--- src/rtl/celera_dac_softstart_seq.sv ---
// Soft-start sequencer for a 6-bit ladder DAC: powers the DAC, then walks the code one LSB per
// settled step toward target. Define CELERA_SS_RAMPDOWN_EN to ramp back to 0 on disable.
module celera_dac_softstart_seq #(
  parameter int unsigned TMO  = 16,
  parameter int unsigned WAKE = 4
) (
  input  logic       clk,
  input  logic       rst,
  input  logic       en,
  input  logic [5:0] target,
  input  logic [7:0] step_div,
  input  logic       ok_dac,
  output logic [5:0] i,
  output logic       strobe_dac,
  output logic       global_dac,
  output logic       busy,
  output logic       done,
  output logic       fault
);

  typedef enum logic [2:0] {
    StIdle,
    StWake,
    StStep,
    StSettle,
    StHold,
    StDone,
    StFault
`ifdef CELERA_SS_RAMPDOWN_EN
    , StRampdn
`endif
  } state_e;

  // The strobe cycle counts toward the settle timeout, so SETTLE itself lasts TMO-1 cycles.
  localparam logic [7:0] WakeLast = 8'(WAKE - 1);
  localparam logic [7:0] TmoLast  = 8'(TMO - 2);

  state_e     state_q;
  logic [7:0] cnt_q;

  logic       run_state;
  logic       step_due;
  logic       up_req;
  logic [5:0] i_up;
  logic       go_up;
`ifdef CELERA_SS_RAMPDOWN_EN
  logic       down_q;
  logic       go_dn;
`else
  logic       go_off;
`endif

  always_comb begin
    up_req    = (i != target);
    i_up      = (i < target) ? i + 6'd1 : i - 6'd1;
    run_state = (state_q == StWake) || (state_q == StStep) || (state_q == StSettle) ||
                (state_q == StHold) || (state_q == StDone);
    step_due  = ((state_q == StWake) && (cnt_q == WakeLast)) ||
                ((state_q == StHold) && (cnt_q == 8'd0)) ||
                ((state_q == StDone) && up_req);
    go_up     = 1'b0;
`ifdef CELERA_SS_RAMPDOWN_EN
    go_dn     = 1'b0;
    // While already ramping down, en only picks the direction at the next step boundary.
    if (run_state && !en && !down_q) begin
      go_dn = 1'b1;
    end else if (step_due) begin
      go_up = en;
      go_dn = !en;
    end
`else
    go_off    = run_state && !en;
    go_up     = step_due && en;
`endif
  end

  always_ff @(posedge clk) begin
    if (rst) begin
      state_q    <= StIdle;
      cnt_q      <= 8'd0;
      i          <= 6'd0;
      strobe_dac <= 1'b0;
      global_dac <= 1'b0;
      busy       <= 1'b0;
      done       <= 1'b0;
      fault      <= 1'b0;
`ifdef CELERA_SS_RAMPDOWN_EN
      down_q     <= 1'b0;
`endif
    end else begin
      strobe_dac <= 1'b0;
`ifdef CELERA_SS_RAMPDOWN_EN
      if (go_dn) begin
        done <= 1'b0;
        if (i == 6'd0) begin
          state_q    <= StIdle;
          global_dac <= 1'b0;
          busy       <= 1'b0;
          down_q     <= 1'b0;
        end else begin
          state_q    <= StRampdn;
          i          <= i - 6'd1;
          strobe_dac <= 1'b1;
          cnt_q      <= 8'd0;
          busy       <= 1'b1;
          down_q     <= 1'b1;
        end
      end
`else
      if (go_off) begin
        state_q    <= StIdle;
        i          <= 6'd0;
        global_dac <= 1'b0;
        busy       <= 1'b0;
        done       <= 1'b0;
      end
`endif
      else if (go_up) begin
        // Code already at target: a strobe-less STEP cycle, then DONE.
        state_q <= StStep;
        cnt_q   <= 8'd0;
        busy    <= 1'b1;
        done    <= 1'b0;
`ifdef CELERA_SS_RAMPDOWN_EN
        down_q  <= 1'b0;
`endif
        if (up_req) begin
          i          <= i_up;
          strobe_dac <= 1'b1;
        end
      end else begin
        case (state_q)
          StIdle: begin
            i          <= 6'd0;
            global_dac <= 1'b0;
            busy       <= 1'b0;
            done       <= 1'b0;
            fault      <= 1'b0;
            cnt_q      <= 8'd0;
            if (en) begin
              state_q    <= StWake;
              global_dac <= 1'b1;
              busy       <= 1'b1;
            end
          end
          StWake: cnt_q <= cnt_q + 8'd1;
          StStep: begin
            if (strobe_dac) begin
              state_q <= StSettle;
            end else begin
              state_q <= StDone;
              done    <= 1'b1;
              busy    <= 1'b0;
            end
          end
          StSettle: begin
            if (ok_dac) begin
              state_q <= StHold;
              cnt_q   <= step_div;
            end else if (cnt_q == TmoLast) begin
              state_q    <= StFault;
              fault      <= 1'b1;
              i          <= 6'd0;
              global_dac <= 1'b0;
              busy       <= 1'b0;
              done       <= 1'b0;
            end else begin
              cnt_q <= cnt_q + 8'd1;
            end
          end
          StHold: cnt_q <= cnt_q - 8'd1;
          StDone: done <= 1'b1;
          StFault: begin
            if (!en) begin
              state_q <= StIdle;
              fault   <= 1'b0;
            end
          end
`ifdef CELERA_SS_RAMPDOWN_EN
          // The down strobe still has to settle; direction is re-chosen at the end of HOLD.
          StRampdn: state_q <= StSettle;
`endif
          default: state_q <= StIdle;
        endcase
      end
    end
  end

endmodule

--- config.mk ---
export PLATFORM = sky130hd
export DESIGN_NAME = celera_dac_softstart_seq
export DESIGN_NICKNAME = d
export VERILOG_FILES = /design/src/rtl/celera_dac_softstart_seq.sv
export SDC_FILE = /design/constraint.sdc
export NUM_CORES = 1
export LEC_CHECK = 0
export BUFFER_PORTS_ARGS = -buffer_cell sky130_fd_sc_hd__buf_2
export CAP_MARGIN = 20
export CORE_ASPECT_RATIO = 1.5
export CORE_MARGIN = 3
export CORE_UTILIZATION = 50
export CTS_CLUSTER_DIAMETER = 80
export DETAILED_ROUTE_END_ITERATION = 8
export GPL_ROUTABILITY_DRIVEN = 0
export PLACE_DENSITY = 0.78
export SYNTH_ARGS = -nofsm -noshare
export SYNTH_HDL_FRONTEND = slang
export SYNTH_SLANG_ARGS = --single-unit
--- constraint.sdc ---
create_clock -name clk -period 2.8 [get_ports clk]
set_input_delay 0 -clock clk [delete_from_list [all_inputs] [get_ports clk]]
set_output_delay 0 -clock clk [all_outputs]
set_load 0.03 [all_outputs]
==> metrics.txt, run 1 <==
CTS tree=done; Top FF cell, synth=dfxtp_1; GR Util met3=1.77%; FF+latch count, synth=22; worst setup margin=~0.053 ns; post-synthesis instance total=245; ys async rst share=0%; crit share post-route=about 98%; Routed WL per cell=approximately 15 um; half-perimeter wire length after placement=3.51 mm; largest net degree at the start of global routing=15; Max Clock Skew=~0.0062 ns; Leak=between 0.9 and 1 nW; I/O Buffers=28; via count=1910; CP Class=reg2reg; fin util=about 63%; Die Width=55.4 um; number of buffers created by CTS=3; row count=26; P per Cell Area=approximately 350 nW/um^2; Avg Cell Area, Syn=roughly 7.5 sq um; Rel. slew slack=between 50 and 60%; DP Worst Slack=-0.0405 ns; Routed Wire Length=between 4 and 5 mm; leading cell type in the layout, fill and taps excluded=nand2_1; Synth top area share=24.1%; ANT nets after route=0; adder-cell share of the synthesized area=a little under an eighth; status=finished clean; worst vdd ir=0.214 mV; post-synthesis xor/xnor area fraction=under 10%; yosys warns=0; Fillers=approximately 340; syn nets=278; compound-cell area share of the yosys netlist=~25%; met2 Use GR=just over 40%; Antenna Cells=0; commonest cells after routing, fill and taps aside=29 x nand2_1, 28 x buf_2, 22 x nor2_1, 22 x a21oi_1, 19 x dfxtp_1; fmax=between 300 and 400 MHz; Longest Clk Path Bufs=2; Startpoint Class=flop; drt first pass iters=4; final-report hold violation count=0; clk_lat worst skew=0.27 ns; Clock Sinks=22; Root Buffer=clkbuf_8; Layout Area Growth over Synthesis=18.2%; Post-Synth Simple-Gate Area=around 28%; Final #Nets=between 300 and 400; H-Tree Depth=1; grt peak-use layer=met2; layout cells sized above 1=roughly a quarter; CP Max Fanout=4; Mapped Area=between 1500 and 2000 sq um; core area=~3400 sq um; nature of the critical path endpoint=flop; post-synth cell types=between 50 and 60; initial drt markers=79; met1 Resource Use GR=between 20% and 30%; initial antenna violation count=0; DRC Markers=0; GRT Overall Usage=a little over a fifth; post-synthesis mux area share=0.547%; max cap viols=0; Reg clk slew, reported paths=approximately 0.09 ns; fin crit period=roughly 2.7 ns; class of the worst hold path=in2reg; sequential fraction of the synthesis area=between 20% and 30%; final setup fails=0; critical path required time=around 3.0 ns; die height=roughly 80 um; worst-margin pin slew=approximately 0.62 ns; Max Slew Vio Count=0; largest area contributor in the netlist=dfxtp_1; IO Pins=29; initial cell density of the core=around 53%; largest family of logic cells by synthesized area=simple AND/OR/NAND/NOR gates; number of flops mapped to enable cells by yosys=0; ranking of synthesized cells by area=dfxtp_1 24%, ha_1 9.6%, a21oi_1 6.6%, nand2_1 5.9%, nor2_1 4.5%; Critical Path AT=a little under 3 ns; die footprint=approximately 4400 sq um; Vias/cell=approximately 6; total gr overflow=0; first-pass GRT wire length=between 7 and 8 mm; vias in the first global route=approximately 1800
-- routing by layer --
metal	vias to the layer above	wire, um	share of wire, %
met4	0	102	2.2
met5	-	0	0
met3	12	169	3.6
met1	893	1840	40
met2	59	2530	54
li1	946	-	-
-- stage by stage --
stage	setup TNS, ns	instance area (sq um)	total power, mW	instances	hold slack [ns]
2_1_floorplan	0	1840	0.422	245	0.0691
3_3_place_gp	0	2030	0.464	313	0.264
3_5_place_dp	-0.0405	2030	0.466	313	0.272
4_1_cts	-0.00238	2120	0.770	318	0.0309
5_1_grt	-0.110	2160	0.802	319	0.0714
6_report	0	2160	0.765	319	0.0305
-- worst max-delay path: stages (launching register included) --
cell,delay (ns)
dfxtp_2,0.35
ha_1,0.30
or2_2,0.29
a21oi_2,0.18
a21oi_2,0.08
ha_1,0.33
a211oi_2,0.23
o21bai_1,0.09
a21oi_1,0.19
xor2_1,0.10
or4_1,0.40
a31oi_1,0.14
-- power by group --
part           internal [mW]  switching, mW  total [mW]
sequential             0.318        0.00702       0.325
clock                  0.191          0.110       0.301
combinational         0.0547         0.0834       0.138
-- registers in the layout, indices dropped and copies added (netlist names) --
register and cells:
state_q 3, fault 1, i 6, done 1
busy 1, cnt_q 8, strobe_dac 1, global_dac 1
-- final timing paths --
check | start | to | slack, ns | depth (start not counted)
worst min-delay path | step_div[2] | cnt_q[2] | 0.03 | 3
worst max register to register | i[4] | i[5] | 0.05 | 11
worst max-delay path | i[4] | i[5] | 0.05 | 11
worst min register to register | global_dac | global_dac | 0.49 | 2
-- cell usage after synthesis (3+ instances only) --
| cell | n |
|---|---|
| a211oi_1 | 3 |
| a21o_1 | 4 |
| a21oi_1 | 24 |
| a221oi_1 | 3 |
| a31oi_1 | 7 |
| buf_4 | 6 |
| clkbuf_1 | 4 |
| dfxtp_1 | 22 |
| ha_1 | 14 |
| inv_1 | 12 |
| nand2_1 | 29 |
| nand2b_1 | 3 |
| nand3_1 | 7 |
| nand4_1 | 4 |
| nor2_1 | 22 |
| nor2b_1 | 7 |
| nor3_1 | 9 |
| o21a_1 | 4 |
| o21ai_0 | 9 |
| or3_1 | 4 |
| or4_1 | 3 |
| xnor2_1 | 5 |
-- repair_timing --
item,in CTS,in global routing
pin swaps,0,5
endpoints found under the setup margin,1,2
hold buffers,1,0
endpoints found under the hold margin,3,0
setup buffers,0,1
gates resized for setup,2,9
-- cell families after synthesis --
group	count (synthesis)
muxes	1
and+or+nand+nor	102
buffers and inverters	25
AOI/OAI and AO/OA	71
adders and majority gates	17
xor gates and xnor gates	7
DFF	22
-- layout make-up --
type,count,area [sq um],share of cell area (%)
repair buffers,41,240,11.1
inverters,12,45.0,2.08
clock inverters,1,30.0,1.39
clock buffers,3,41.3,1.91
well taps,42,52.6,2.43
flip-flops and latches,22,447,20.6
multi-input cells,198,1310,60.4
Power figures use the tool's default switching activity.
==> run 2: changes to the inputs <==
--- a/config.mk
+++ b/config.mk
@@ -7,13 +7,13 @@
 export LEC_CHECK = 0
 export BUFFER_PORTS_ARGS = -buffer_cell sky130_fd_sc_hd__buf_2
 export CAP_MARGIN = 20
-export CORE_ASPECT_RATIO = 1.5
 export CORE_MARGIN = 3
 export CORE_UTILIZATION = 50
 export CTS_CLUSTER_DIAMETER = 80
 export DETAILED_ROUTE_END_ITERATION = 8
 export GPL_ROUTABILITY_DRIVEN = 0
-export PLACE_DENSITY = 0.78
+export GPL_TIMING_DRIVEN = 1
+export PLACE_DENSITY = 0.75
 export SYNTH_ARGS = -nofsm -noshare
 export SYNTH_HDL_FRONTEND = slang
 export SYNTH_SLANG_ARGS = --single-unit
==> run 2 against run 1 <==
  * Cell area fell by 0.23%
  * Register-to-register slack gained 0.08 ns
  * Clock skew shrank 0.0033 ns
  * Flip-flop and latch count is the same
  * Sequential power is essentially flat
  * Clock power decreased by 34%
==> metrics.txt, run 2 (synthesized netlist as in run 1, its figures left out) <==
FF/Latch Area=between 400 and 500 sq um; Layout Area Growth over Synthesis=17.9%; final-report hold violation count=0; die height=around 67 um; CP Max Fanout=3; crit share post-route=95.2%; CP Class=reg2reg; P per Cell Area=a little over 300 nW/um^2; commonest cells after routing, fill and taps aside=29 x nand2_1, 28 x buf_2, 22 x nor2_1; die footprint=approximately 4400 sq um; number of buffers created by CTS=3; largest net degree at the start of global routing=21; clk_lat worst skew=approximately 0.26 ns; Max Slew Vio Count=0; most flop-heavy register=cnt_q; CTS tree=done; Die Width=~67 um; Reg clk slew, reported paths=about 0.08 ns; H-Tree Depth=1; max cap viols=0; core area=between 3000 and 4000 sq um; Placed Instances=316; Clock Sinks=22; Routed WL per cell=between 10 and 15 um; half-perimeter wire length after placement=around 3.2 mm; initial cell density of the core=roughly 53%; Worst Setup EP=i[4]; Worst R2R End=i[4]; Fillers=about 330; drt first pass iters=4; fin cells=between 300 and 400; Longest Clk Path Bufs=2; worst vdd ir=between 0.3 and 0.4 mV; Root Buffer=clkbuf_8; fin crit period=approximately 2.7 ns; total gr overflow=0; initial antenna violation count=0; first-pass GRT wire length=~7.6 mm; row count=21; Vias/cell=5.59; Reg2Reg Setup Slack=about 0.13 ns; initial drt markers=120; fin util=roughly 63%; reg2reg start=i[1]; Tot Pwr=between 600 and 700 uW; leading cell type in the layout, fill and taps excluded=nand2_1; Rel. slew slack=just over 60%; Antenna Cells=0; Worst setup startpoint=i[1]; hold slack=0.0389 ns; worst-margin pin slew=roughly 0.57 ns; DRC Markers=0; Leak=about 0.9 nW; via count=about 1800; ANT nets after route=0; multi-input logic area=roughly 1300 sq um; layout cells sized above 1=approximately 25%; fmax=between 300 and 400 MHz; Routed Wire Length=roughly 4.4 mm; class of the worst hold path=in2reg; max FFs per register=8; Regs by FF count=cnt_q x8, i x6, state_q x3; Startpoint Class=flop; I/O Buffers=28; FF-to-FF path depth=13; Final #Nets=between 300 and 400; critical path required time=roughly 3.0 ns; Critical Path AT=2.86 ns; Max Clock Skew=a little under 0.003 ns; GRT Overall Usage=around 22%; status=finished clean; final setup fails=0; nature of the critical path endpoint=flop; vias in the first global route=between 1500 and 2000; IO Pins=29
## run 2: changes by cell type in the layout (fill, tap and decap cells not counted), sizes merged
cell,previous run,this run
bufinv,1,0
buf,40,41
## run 2: worst max-delay path: stages (launching register included)
cell and delay, ns:
dfxtp_4 0.35, ha_1 0.29, nor2b_4 0.14, o31ai_2 0.06
a21oi_2 0.19, buf_4 0.17, inv_1 0.05, fa_2 0.33
nor2b_1 0.14, o21a_1 0.15, nor2_1 0.05, xor2_1 0.13
or3_2 0.42, a21oi_2 0.14
## run 2: power breakdown
group	leakage [nW]	switching (mW)	internal (mW)	total, mW
clock network	0.0216	0.104	0.0962	0.200
logic	0.700	0.0828	0.0554	0.138
registers	0.181	0.00615	0.317	0.323
## run 2: metrics by stage
| stage | setup WS [ns] | setup TNS (ns) | area (sq um) |
|---|---|---|---|
| global placement | 0.104 | 0 | 2020 |
| global route | -0.00131 | -0.00131 | 2160 |
| CTS | 0.0000187 | 0 | 2070 |
| floorplan | 0.0522 | 0 | 1840 |
| detailed placement | 0.0246 | 0 | 2020 |
| finish | 0.134 | 0 | 2160 |
## run 2: how the worst min path moves through the flow
stage / startpoint / endpoint / cells past startpoint
finish: step_div[2] / cnt_q[2] / 3
global route: step_div[2] / cnt_q[2] / 3
CTS: step_div[2] / cnt_q[2] / 3
detailed placement: rst / cnt_q[1] / 2
global placement: rst / cnt_q[0] / 2
floorplan: rst / cnt_q[0] / 1
## run 2: area by class of cell
cell class | instances | area share [%]
Clock buffer | 3 | 1.91
Inverter | 12 | 2.09
Multi-Input combinational cell | 198 | 61.0
Sequential cell | 22 | 20.9
Tap cell | 46 | 2.67
Timing Repair Buffer | 42 | 11.5
## run 2: metal layers
| metal | track usage, % | vias to the layer above | part of all wire [%] |
|---|---|---|---|
| li1 | - | 953 | - |
| met1 | 30.1 | 802 | 49 |
| met2 | 35.4 | 48 | 46 |
| met3 | 4.05 | 2 | 5.1 |
| met4 | 3.81 | 0 | 0.54 |
| met5 | 0 | - | 0 |
## run 2: timing repair
action / in CTS / in global routing
endpoints found under the hold margin: 3 / 0
hold buffers: 1 / 0
setup endpoints to repair: 0 / 2
gates resized for setup: 0 / 15
setup buffers: 0 / 3
==> run 3: changes to the inputs <==
--- a/config.mk
+++ b/config.mk
@@ -7,13 +7,16 @@
 export LEC_CHECK = 0
 export BUFFER_PORTS_ARGS = -buffer_cell sky130_fd_sc_hd__buf_2
 export CAP_MARGIN = 20
+export CELL_PAD_IN_SITES_DETAIL_PLACEMENT = 0
+export CELL_PAD_IN_SITES_GLOBAL_PLACEMENT = 1
 export CORE_MARGIN = 3
-export CORE_UTILIZATION = 50
+export CORE_UTILIZATION = 37
 export CTS_CLUSTER_DIAMETER = 80
 export DETAILED_ROUTE_END_ITERATION = 8
 export GPL_ROUTABILITY_DRIVEN = 0
 export GPL_TIMING_DRIVEN = 1
-export PLACE_DENSITY = 0.75
+export PLACE_DENSITY_LB_ADDON = 0.1
 export SYNTH_ARGS = -nofsm -noshare
 export SYNTH_HDL_FRONTEND = slang
 export SYNTH_SLANG_ARGS = --single-unit
+export TNS_END_PERCENT = 5
==> run 3 against run 2 <==
  * Setup slack improved by 0.018 ns
  * Hold slack better by 0.016 ns
  * Die area grew 32%
  * Global-route usage decreased by 5.2 points
  * Sequential share of layout area is 0.47 points lower
==> metrics.txt, run 3 (synthesized netlist as in run 1, its figures left out) <==
status=finished clean; core area=roughly 4600 sq um; fin area=approximately 2200 sq um; Rel. slew slack=about three fifths; worst-margin pin slew=between 0.6 and 0.7 ns; fin crit period=around 2.6 ns; DP Worst Slack=~0.017 ns; Routed Wire Length=~4.8 mm; fin cells=345; layout cells sized above 1=between 20% and 30%; Max Slew Vio Count=0; Tot Pwr=approximately 700 uW; Placed Area=around 2100 sq um; Final #Nets=approximately 310; CP Class=reg2reg; initial cell density of the core=40.1%; CP Max Fanout=4; Regs by FF count=cnt_q x8, i x6, state_q x3; clk_lat worst skew=about 0.27 ns; cell depth of the worst hold path=3; vias in the first global route=approximately 1700; GRT Overall Usage=16.5%; total gr overflow=0; Reg clk slew, reported paths=0.08 ns; Reg2Reg Setup Slack=roughly 0.15 ns; Worst setup startpoint=i[4]; initial antenna violation count=0; half-perimeter wire length after placement=between 3 and 4 mm; number of buffers created by CTS=3; drt first pass iters=4; leading cell type in the layout, fill and taps excluded=nand2_1; Max Clock Skew=~0.006 ns; first-pass GRT wire length=8.00 mm; hold wc startpoint=step_div[2]; fmax=~380 MHz; Leak=roughly 0.9 nW; commonest cells after routing, fill and taps aside=29 x nand2_1, 28 x buf_2, 22 x nor2_1; Routed WL per cell=roughly 14 um; hold slack=approximately 0.055 ns; max cap viols=0; Longest Clk Path Bufs=2; reg2reg start=i[4]; class of the worst hold path=in2reg; initial drt markers=between 100 and 150; P per Cell Area=approximately 320 nW/um^2; via count=roughly 1800; Setup Buffers After CTS=0; Die Width=76.3 um; Worst R2R End=i[5]; Layout Area Growth over Synthesis=19.3%; Clock Sinks=22; die height=approximately 76 um; final setup fails=0; largest net degree at the start of global routing=16; Vias/cell=5.23; Root Buffer=clkbuf_8; worst vdd ir=~0.28 mV; Fillers=just under 500; Startpoint Class=flop; RSZ-0062 raised after global routing=true; nature of the critical path endpoint=flop; die footprint=between 5000 and 6000 sq um; FF-to-FF path depth=12; max FFs per register=8; Critical Path AT=2.85 ns; Placed Instances=340; DRC Markers=0; final-report hold violation count=0; I/O Buffers=28; WHS Endpoint=cnt_q[2]; critical path required time=3.00 ns; ANT nets after route=0; Antenna Cells=0; row count=24; CTS tree=done; IO Pins=29; crit share post-route=94.6%; H-Tree Depth=1; most flop-heavy register=cnt_q; worst setup margin=between 0.15 and 0.2 ns
-- run 3: cell types whose count changed in the layout (fill, tap and decap cells not counted), sizes merged --
| cell | delta |
|---|---|
| buf | +2 |
| clkbuf | +1 |
-- run 3: final cells by class --
cell class	instances	area [sq um]	share of cell area, %
sequential	22	445	20.4
timing repair buffer	44	263	12.0
inverter	12	45.0	2.06
multi-input combinational	198	1290	59.3
clock buffer	4	55.1	2.52
tap	65	81.3	3.72
-- run 3: worst max-delay path by stage --
stage / depth (start not counted) / to
CTS: 11 / i[5]
floorplan: 11 / i[5]
finish: 12 / i[5]
global route: 12 / i[5]
detailed placement: 11 / i[5]
global placement: 11 / i[5]
-- run 3: timing repair --
item                                    4_1_cts  5_1_grt
pin swaps                                     0        4
resized for setup                             1        7
hold buffers                                  1        0
endpoints found under the setup margin        1        2
hold endpoints to repair                      3        0
-- run 3: stage by stage --
stage	setup TNS, ns	utilization (%)
2_1_floorplan	0	-
3_3_place_gp	0	45.7
3_5_place_dp	0	45.7
4_1_cts	0	47.2
5_1_grt	-0.0190	47.8
6_report	0	47.8
-- run 3: worst max-delay path, stage by stage, from the launching register on --
cell and delay [ns]:
dfxtp_2 0.32, ha_1 0.29, or2_2 0.29, a21oi_2 0.15, a21oi_2 0.07, buf_4 0.17, ha_4 0.26, o21ai_1 0.08
o21bai_1 0.17, a21oi_2 0.07, xor2_1 0.15, or4_1 0.40, a31oi_1 0.16
-- run 3: report_power, final --
group          switching (mW)  total, mW  internal [mW]
Clock                   0.110      0.235          0.126
Combinational          0.0808      0.135         0.0537
Sequential            0.00758      0.327          0.319
Total                   0.198      0.697          0.498
-- run 3: metal layers --
layer	up-vias	share of wire [%]	GRT usage [%]
met3	2	4.2	3.43
met1	813	53	24.5
met4	0	0.57	2.90
met2	30	42	24.8
li1	959	-	-
met5	-	0	0
